==> src/rtl/sprite_pkg.sv <==
// sprite_pkg: shared sprite types, frame geometry and the fixed colour palette
// used by the palette encoder and the sprite ROM readers.
package sprite_pkg;
  localparam int PAL_SIZE = 7;
  localparam int SPRITE_DEPTH = 441;
  typedef logic [23:0] rgb_t;
  typedef logic [3:0] pal_idx_t;
  typedef enum logic [1:0] {S_IDLE, S_RUN, S_LAST, S_DONE} state_t;
  // Index 0 doubles as the transparent key and the fallback for unmatched colours
  localparam rgb_t PALETTE [PAL_SIZE] = '{
    24'h800080, 24'hF83800, 24'hEA9A30, 24'hEF9D34,
    24'h227DBB, 24'hFFA440, 24'hAC7C00
  };
endpackage

==> src/rtl/palette_match.sv <==
// palette_match: combinational exact-match lookup of an RGB colour in the
// package palette; the lowest matching index wins.
module palette_match
  import sprite_pkg::*;
(
  input  rgb_t     i_rgb,
  output pal_idx_t o_idx,
  output logic     o_hit
);
  always_comb begin
    o_idx = '0;
    o_hit = 1'b0;
    for (int i = PAL_SIZE - 1; i >= 0; i--)
      if (i_rgb == PALETTE[i]) begin
        o_idx = pal_idx_t'(i);
        o_hit = 1'b1;
      end
  end
endmodule

==> src/rtl/sprite_palette_encoder.sv <==
// sprite_palette_encoder: streams RGB pixels into palette indices written to sprite RAM.
// Define SPE_MISS_COUNT_EN to build the saturating per-frame miss counter.
module sprite_palette_encoder
  import sprite_pkg::*;
#(
  parameter int DEPTH  = SPRITE_DEPTH,
  parameter int ADDR_W = 9
) (
  input  logic              i_clk,
  input  logic              i_rst_n,
  input  logic              i_start,
  input  logic              i_pix_valid,
  input  logic [23:0]       i_pix_rgb,
  output logic              o_pix_ready,
  output logic              o_wr_en,
  output logic [ADDR_W-1:0] o_wr_addr,
  output logic [3:0]        o_wr_data,
  output logic              o_busy,
  output logic              o_done,
  output logic              o_miss,
  output logic [ADDR_W-1:0] o_miss_count
);
  localparam logic [ADDR_W-1:0] LAST = ADDR_W'(DEPTH - 1);
  state_t            r_state, w_next;
  logic [ADDR_W-1:0] r_cnt, r_wr_addr;
  pal_idx_t          r_wr_data, w_idx;
  logic              r_miss, r_wr_en, w_hit, w_accept, w_last, w_start;
  palette_match u_match (.i_rgb(i_pix_rgb), .o_idx(w_idx), .o_hit(w_hit));
  assign w_start  = (r_state == S_IDLE) && i_start;
  assign w_accept = i_pix_valid && (r_state == S_RUN);
  assign w_last   = w_accept && (r_cnt == LAST);
  // S_LAST lets the final write drain so done lands one cycle after it
  always_comb begin
    w_next = r_state;
    case (r_state)
      S_IDLE:  w_next = i_start ? S_RUN : S_IDLE;
      S_RUN:   w_next = w_last ? S_LAST : S_RUN;
      S_LAST:  w_next = S_DONE;
      default: w_next = S_IDLE;
    endcase
  end
  always_ff @(posedge i_clk or negedge i_rst_n)
    if (!i_rst_n) begin
      r_state   <= S_IDLE;
      r_cnt     <= '0;
      r_miss    <= 1'b0;
      r_wr_en   <= 1'b0;
      r_wr_addr <= '0;
      r_wr_data <= '0;
    end else begin
      r_state <= w_next;
      r_wr_en <= w_accept;
      if (w_start) begin
        r_cnt  <= '0;
        r_miss <= 1'b0;
      end else if (w_accept) begin
        r_cnt  <= w_last ? '0 : r_cnt + 1'b1;
        r_miss <= r_miss | ~w_hit;
      end
      if (w_accept) begin
        r_wr_addr <= r_cnt;
        r_wr_data <= w_idx;
      end
    end
`ifdef SPE_MISS_COUNT_EN
  logic [ADDR_W-1:0] r_miss_count;
  always_ff @(posedge i_clk or negedge i_rst_n)
    if (!i_rst_n) r_miss_count <= '0;
    else if (w_start) r_miss_count <= '0;
    else if (w_accept && !w_hit && r_miss_count != '1) r_miss_count <= r_miss_count + 1'b1;
  assign o_miss_count = r_miss_count;
`else
  assign o_miss_count = '0;
`endif
  assign o_pix_ready = r_state == S_RUN;
  assign o_busy      = r_state != S_IDLE;
  assign o_done      = r_state == S_DONE;
  assign o_wr_en     = r_wr_en;
  assign o_wr_addr   = r_wr_addr;
  assign o_wr_data   = r_wr_data;
  assign o_miss      = r_miss;
endmodule
==> config.mk <==
export PLATFORM = sky130hd
export DESIGN_NAME = sprite_palette_encoder
export DESIGN_NICKNAME = d
export VERILOG_FILES = /design/src/rtl/sprite_pkg.sv /design/src/rtl/palette_match.sv /design/src/rtl/sprite_palette_encoder.sv
export SDC_FILE = /design/constraint.sdc
export NUM_CORES = 1
export LEC_CHECK = 0
export ABC_AREA = 1
export CAP_MARGIN = 15
export CORE_MARGIN = 2
export CORE_UTILIZATION = 42
export CTS_CLUSTER_DIAMETER = 50
export DETAILED_ROUTE_END_ITERATION = 10
export PLACE_DENSITY = 0.77
export SYNTH_ARGS = -nofsm -noshare
export SYNTH_HDL_FRONTEND = slang
export SYNTH_SLANG_ARGS = --single-unit
==> constraint.sdc <==
create_clock -name i_clk -period 1.4 [get_ports i_clk]
set_clock_uncertainty 0.2 [all_clocks]
set_input_delay 0.28 -clock i_clk [delete_from_list [all_inputs] [get_ports i_clk]]
set_output_delay 0.28 -clock i_clk [all_outputs]
set_load 0.01 [all_outputs]
== Word level (Yosys, flattened, before mapping) ==
Cells that the tools add are included.

* Bits in registers: 26
* Input bits: 28
* Output and inout bits: 27
* Word-level logic and storage cells: 48

* $add $sub $neg: 1
* Equality and inequality tests: 11
* Muxes and demuxes: 22
* Bitwise operators: 2
* Reductions and logical operators: 6

{| class="wikitable"
|+ Operators with widths
! operator !! number
|-
| $eq A24 B24 Y1 const B || 6
|-
| $mux W9 || 3
|-
| $eq A24 B22 Y1 const B || 1
|-
| $mux W3 || 7
|-
| $mux W1 || 10
|-
| $add A9 B1 Y9 const B || 1
|-
| $eq A9 B9 Y1 const B || 1
|-
| $pmux W2 S3 || 1
|-
| $eq A2 B2 Y1 const B || 2
|-
| $reduce_bool A2 Y1 || 2
|-
| $logic_and A1 B1 Y1 || 3
|-
| $eq A2 B1 Y1 const B || 1
|-
| $logic_not A2 Y1 || 1
|-
| $mux W2 || 1
|-
| $not A1 Y1 || 1
|-
| $or A1 B1 Y1 || 1
|}

== Logic depth before layout (Yosys ltp) ==
* Word-level depth: 12
* Depth in mapped cells: 11
* Mapped depth without buffers: 11

== Hierarchy ==
Synthesis repeated with hierarchy kept, for this count alone.

* Cell total of the unflattened synthesis: 288
* Area total of the unflattened synthesis: 1825.5 um^2

{| class="wikitable"
|+ Modules (own cells, without submodules)
! module !! instances !! cells each !! area each (um^2) !! seq. area each (um^2)
|-
| sprite_palette_encoder || 1 || 166 || 1337.5 || 650.6
|-
| palette_match || 1 || 122 || 488.0 || 0.0
|}

== Worst setup path after synthesis ==
No wires, ideal clock.

* Path type: register to register
* From: reg r_cnt[0]
* To: reg r_cnt[6]
* Setup time: 0.119 ns
* Arrival: 1.243 ns
* Required time: 1.081 ns
* Slack: -0.161 ns
* Stages on the path, launching flop included: 9
* Path buffers: 0
* Clock period less this slack: 1.561 ns
* Cells stage by stage: dfrtp_1 > inv_1 > ha_1 > nand2_1 > nor2_1 > nand4_4 > nand2_4 > nor2_2 > o21a_1

* Word-level cells in the longest chain between the ends: 5
* Elaborated cells on any way between the ends: 6
* Classes of those cells: add/sub: 1; eq/ne: 1; mux: 3; reduce/logical: 1

{| class="wikitable"
|+ Ends and longest elaborated chain
! element !! line !! text
|-
| from (decl) || sprite_palette_encoder.sv:25 || <nowiki>logic [ADDR_W-1:0] r_cnt, r_wr_addr;</nowiki>
|-
| from (signal assigned) || sprite_palette_encoder.sv:57 || <nowiki>r_cnt <= w_last ? '0 : r_cnt + 1'b1;</nowiki>
|-
| parallel branches: the longest is 2 deep, another holds $add A9 B1 Y9 || - ||
|-
| $mux W9 * || sprite_palette_encoder.sv:57 ||
|-
| $mux W9 * || sprite_palette_encoder.sv:56 || <nowiki>end else if (w_accept) begin</nowiki>
|-
| $mux W9 * || sprite_palette_encoder.sv:53 || <nowiki>if (w_start) begin</nowiki>
|}

Mark *: on every way between the ends. The select of a mux whose other input is x is not followed.
A chain may end at the register's enable or synchronous reset.

== Final worst setup path ==
* From: reg r_state[1]
* To: reg r_cnt[6]

* Word-level cells in the longest chain between the ends: 6
* Elaborated cells on any way between the ends: 9
* Classes of those cells: eq/ne: 1; mux: 3; reduce/logical: 5

{| class="wikitable"
|+ Ends and longest elaborated chain
! element !! line !! text
|-
| from (decl) || sprite_palette_encoder.sv:24 || <nowiki>state_t r_state, w_next;</nowiki>
|-
| from (signal assigned) || sprite_palette_encoder.sv:51 || <nowiki>r_state <= w_next;</nowiki>
|-
| $eq A2 B1 Y1 * || sprite_palette_encoder.sv:30 || <nowiki>assign w_accept = i_pix_valid && (r_state == S_RUN);</nowiki>
|-
| $logic_and A1 B1 Y1 * || sprite_palette_encoder.sv:30 ||
|-
| named net w_accept || sprite_palette_encoder.sv:27 || <nowiki>logic r_miss, r_wr_en, w_hit, w_accept, w_last, w_start;</nowiki>
|-
| $logic_and A1 B1 Y1 || sprite_palette_encoder.sv:31 || <nowiki>assign w_last = w_accept && (r_cnt == LAST);</nowiki>
|-
| $mux W9 || sprite_palette_encoder.sv:57 ||
|-
| $mux W9 || sprite_palette_encoder.sv:56 ||
|-
| $mux W9 || sprite_palette_encoder.sv:53 ||
|}

Mark *: on every way through the listed nets, which the timed path passes. The rest lies on a longest branch. The select of a mux whose other input is x is not followed.

==> results.yml <==
status:
  outcome: "complete, but fails checks"
  violations: "setup timing"
synth:
  synth_edf_count: 0
  synth.ff_latch_count: 25
  synth_top_cell_by_area: "dfrtp_1"
  netlist_area_um2: 1710
  avgSynthCellArea_um2: 6.64
  yosysMostFrequentCell: "nand2_1"
  synth_common_cells: "65 x nand2_1, 56 x nor2_1, 35 x inv_1"
  synth_top_flop_cell: "dfrtp_1"
  syn_inst: 258
  netlist-cell-type-count: 27
  ys_warn_count: 0
  synth_top_area_frac: 0.365
  synth-seq-area-share: 0.365
  synth_area_leaders: "dfrtp_1 36%, nand2_1 14%, nor2_1 12%"
  synthArstFlopShare: 1.00
floorplan:
  io_pins: 55
  dieHeight_um: 67.9
  rows: 23
  start_util: 0.432
  die_w_um: 67.9
  die_area_um2: 4610
  core_area_um2: 3970
layout:
  diodes: 0
  layout-drive-gt1-share: 0.345
  layout.nets: 382
  fin_cells: 401
  fillers: 354
  postLayoutCellArea_um2: 2690
  area_growth_pct: 57.1
power:
  powerDensity_nw_per_um2: 1210
  power_mw: 3.25
  leakagePower_nw: 1.37
  peakVddDrop_mv: 0.790
critical_path:
  worst-endpoint-required_ps: 1370
  cpMostUsedCell: "nand2_4"
  r2r_slack_ps: -240
  r2r_end: "r_cnt[6]$_DFFE_PN0P_"
  arrival_ps: 1610
  path_buf_inv: 2
  startpoint: "r_state[1]$_DFF_PN0_"
  start_kind: "register"
  crit_family: "simple AND/OR/NAND/NOR gates"
  crit_fanout: 4
  reg2regPathDepth: 8
  path_depth: 8
  crit_path_cell_trace: "buf_6, nor2_4, nand2_4, inv_4, nand4_4, nand2_4, nor2_2, o21a_1"
  slowest_delay_ps: 400
  worst-setup-path-type: "register to register"
  endpoint: "r_cnt[6]$_DFFE_PN0P_"
  worst_setup_path_end_kind: "register"
  worstReg2RegStart: "r_state[1]$_DFF_PN0_"
  cp_slowest_cell: "dfrtp_1"
global_route:
  gr-total-overflow: 0
  grt_pass1_vias: 1814
  grt_usage: 0.229
  grt_pass1_wl_um: 7920
  antenna_found_initial: 0
  grt_max_degree: 26
route:
  wl_per_cell_um: 12.2
  drtIter0Drc: 137
  vias: 1925
  wl_um: 4890
  via_per_inst: 4.80
  drc: 0
  antenna_left: 0
  dr.pass1.iters: 4
cts:
  ctsHtreeMaxLevel: 1
  cts_root_buffer: "clkbuf_8"
  ctsLongestPathBuffers: 2
  cts_tree: "yes"
  cts_sinks: 25
  path_clk_slew_ps: 90
  cts-hold-fix-buffers: 0
  numCtsBuffers: 3
  worstSkewPairLatency_ps: 270
run:
  maxCapViolCount: 0
sta:
  drv_slew: 0
  fmax_mhz: 608
  period_needed_ps: 1640
  fin_tns_setup_ps: -3240
  hold_viol: 0
  whs_ps: 152
  finalCritPeriodShare: 1.17
  setup_viol: 23
  rsz0062_at_grt: "true"
  setup_ws_ps: -244
worst_hold_path:
  hp-class: "input port to asynchronous set/reset pin"
placement:
  io_buffers: 44
  gp_routability_congestion: 0.946
  dp_hpwl_um: 3380
  dp.cells: 378
  postPlaceCellArea_um2: 2430
-- cells by family (layout without fill, tap and decap cells) --
logic type	count (synthesis)	count (layout)	synth area share
and+or+nand+nor	153	153	0.399
buffers and inverters	51	135	0.135
DFF	25	25	0.365
AOI/OAI and AO/OA	24	24	0.0745
adders and majority gates	2	2	0.0146
xor gates and xnor gates	2	2	0.0102
other	1	10	0.00219
-- power by group --
part	internal, mW	switching, mW	total, mW
Sequential	0.973	0.202	1.17
Clock	0.202	0.234	0.435
Combinational	0.809	0.828	1.64
Total	1.98	1.26	3.25
-- routing by layer --
layer,wire length [um],global-route usage,up-vias
met3,318,0.0411,10
li1,-,-,964
met4,70,0.0525,0
met2,2380,0.388,73
met5,0,0,-
met1,2120,0.305,878
-- sequential cells by signal, summed over array words and instances, names as in the netlist --
register and flops:
o_wr_en 1, r_cnt 9, r_state 2, o_wr_addr 9, o_wr_data 3, o_miss 1
-- how the worst min path moves through the flow --
stage                                         from                        to  slack, ps
after floorplan                            i_rst_n        o_miss$_DFFE_PN0P_       -220
after global placement    o_wr_addr[5]$_DFFE_PN0P_  o_wr_addr[5]$_DFFE_PN0P_        260
after detailed placement  o_wr_data[0]$_DFFE_PN0P_  o_wr_data[0]$_DFFE_PN0P_        270
after CTS                                  i_rst_n  o_wr_addr[4]$_DFFE_PN0P_        160
after global routing                       i_rst_n  o_wr_addr[4]$_DFFE_PN0P_        160
final                                      i_rst_n  o_wr_addr[4]$_DFFE_PN0P_        150
-- area by class of cell --
type	instances	area [um2]	area share
Multi-Input combinational cell	191	1050	0.391
Timing Repair Buffer	92	748	0.278
Sequential cell	25	626	0.232
Inverter	39	154	0.0572
Tap cell	50	62.6	0.0232
Clock buffer	3	41.3	0.0153
Clock inverter	1	7.51	0.00279
-- placed cells by master (no fill, tap or decap), types with 10 or more instances in the layout --
cell type and n:
nand2_1 56, buf_4 43, nor2_1 40, inv_1 29, dfrtp_1 25, dlygate4sd2_1 23, nor2_2 13, clkbuf_2 11
nand3_1 10, conb_1 10
-- per-stage QoR --
stage,utilization,worst slack [ps]
5_1_grt,0.678,-287
6_report,0.678,-244
2_1_floorplan,-,-104
4_1_cts,0.671,-174
3_3_place_gp,0.611,-598
3_5_place_dp,0.611,-583
-- what timing repair did --
item | in CTS | in global routing
pin swaps | 28 | 11
buffers inserted | 17 | 3
resized for setup | 101 | 31
endpoints found under the setup margin | 32 | 38
-- worst register-to-register path, delay by kind of cell, from the launching register on --
kind	cells	cell delay, ps
flip-flops	1	400
buffers and inverters	2	230
AND/OR/NAND/NOR	5	560
AO/OA/AOI/OAI	1	160
No activity file was read; power rests on OpenSTA's default activity.
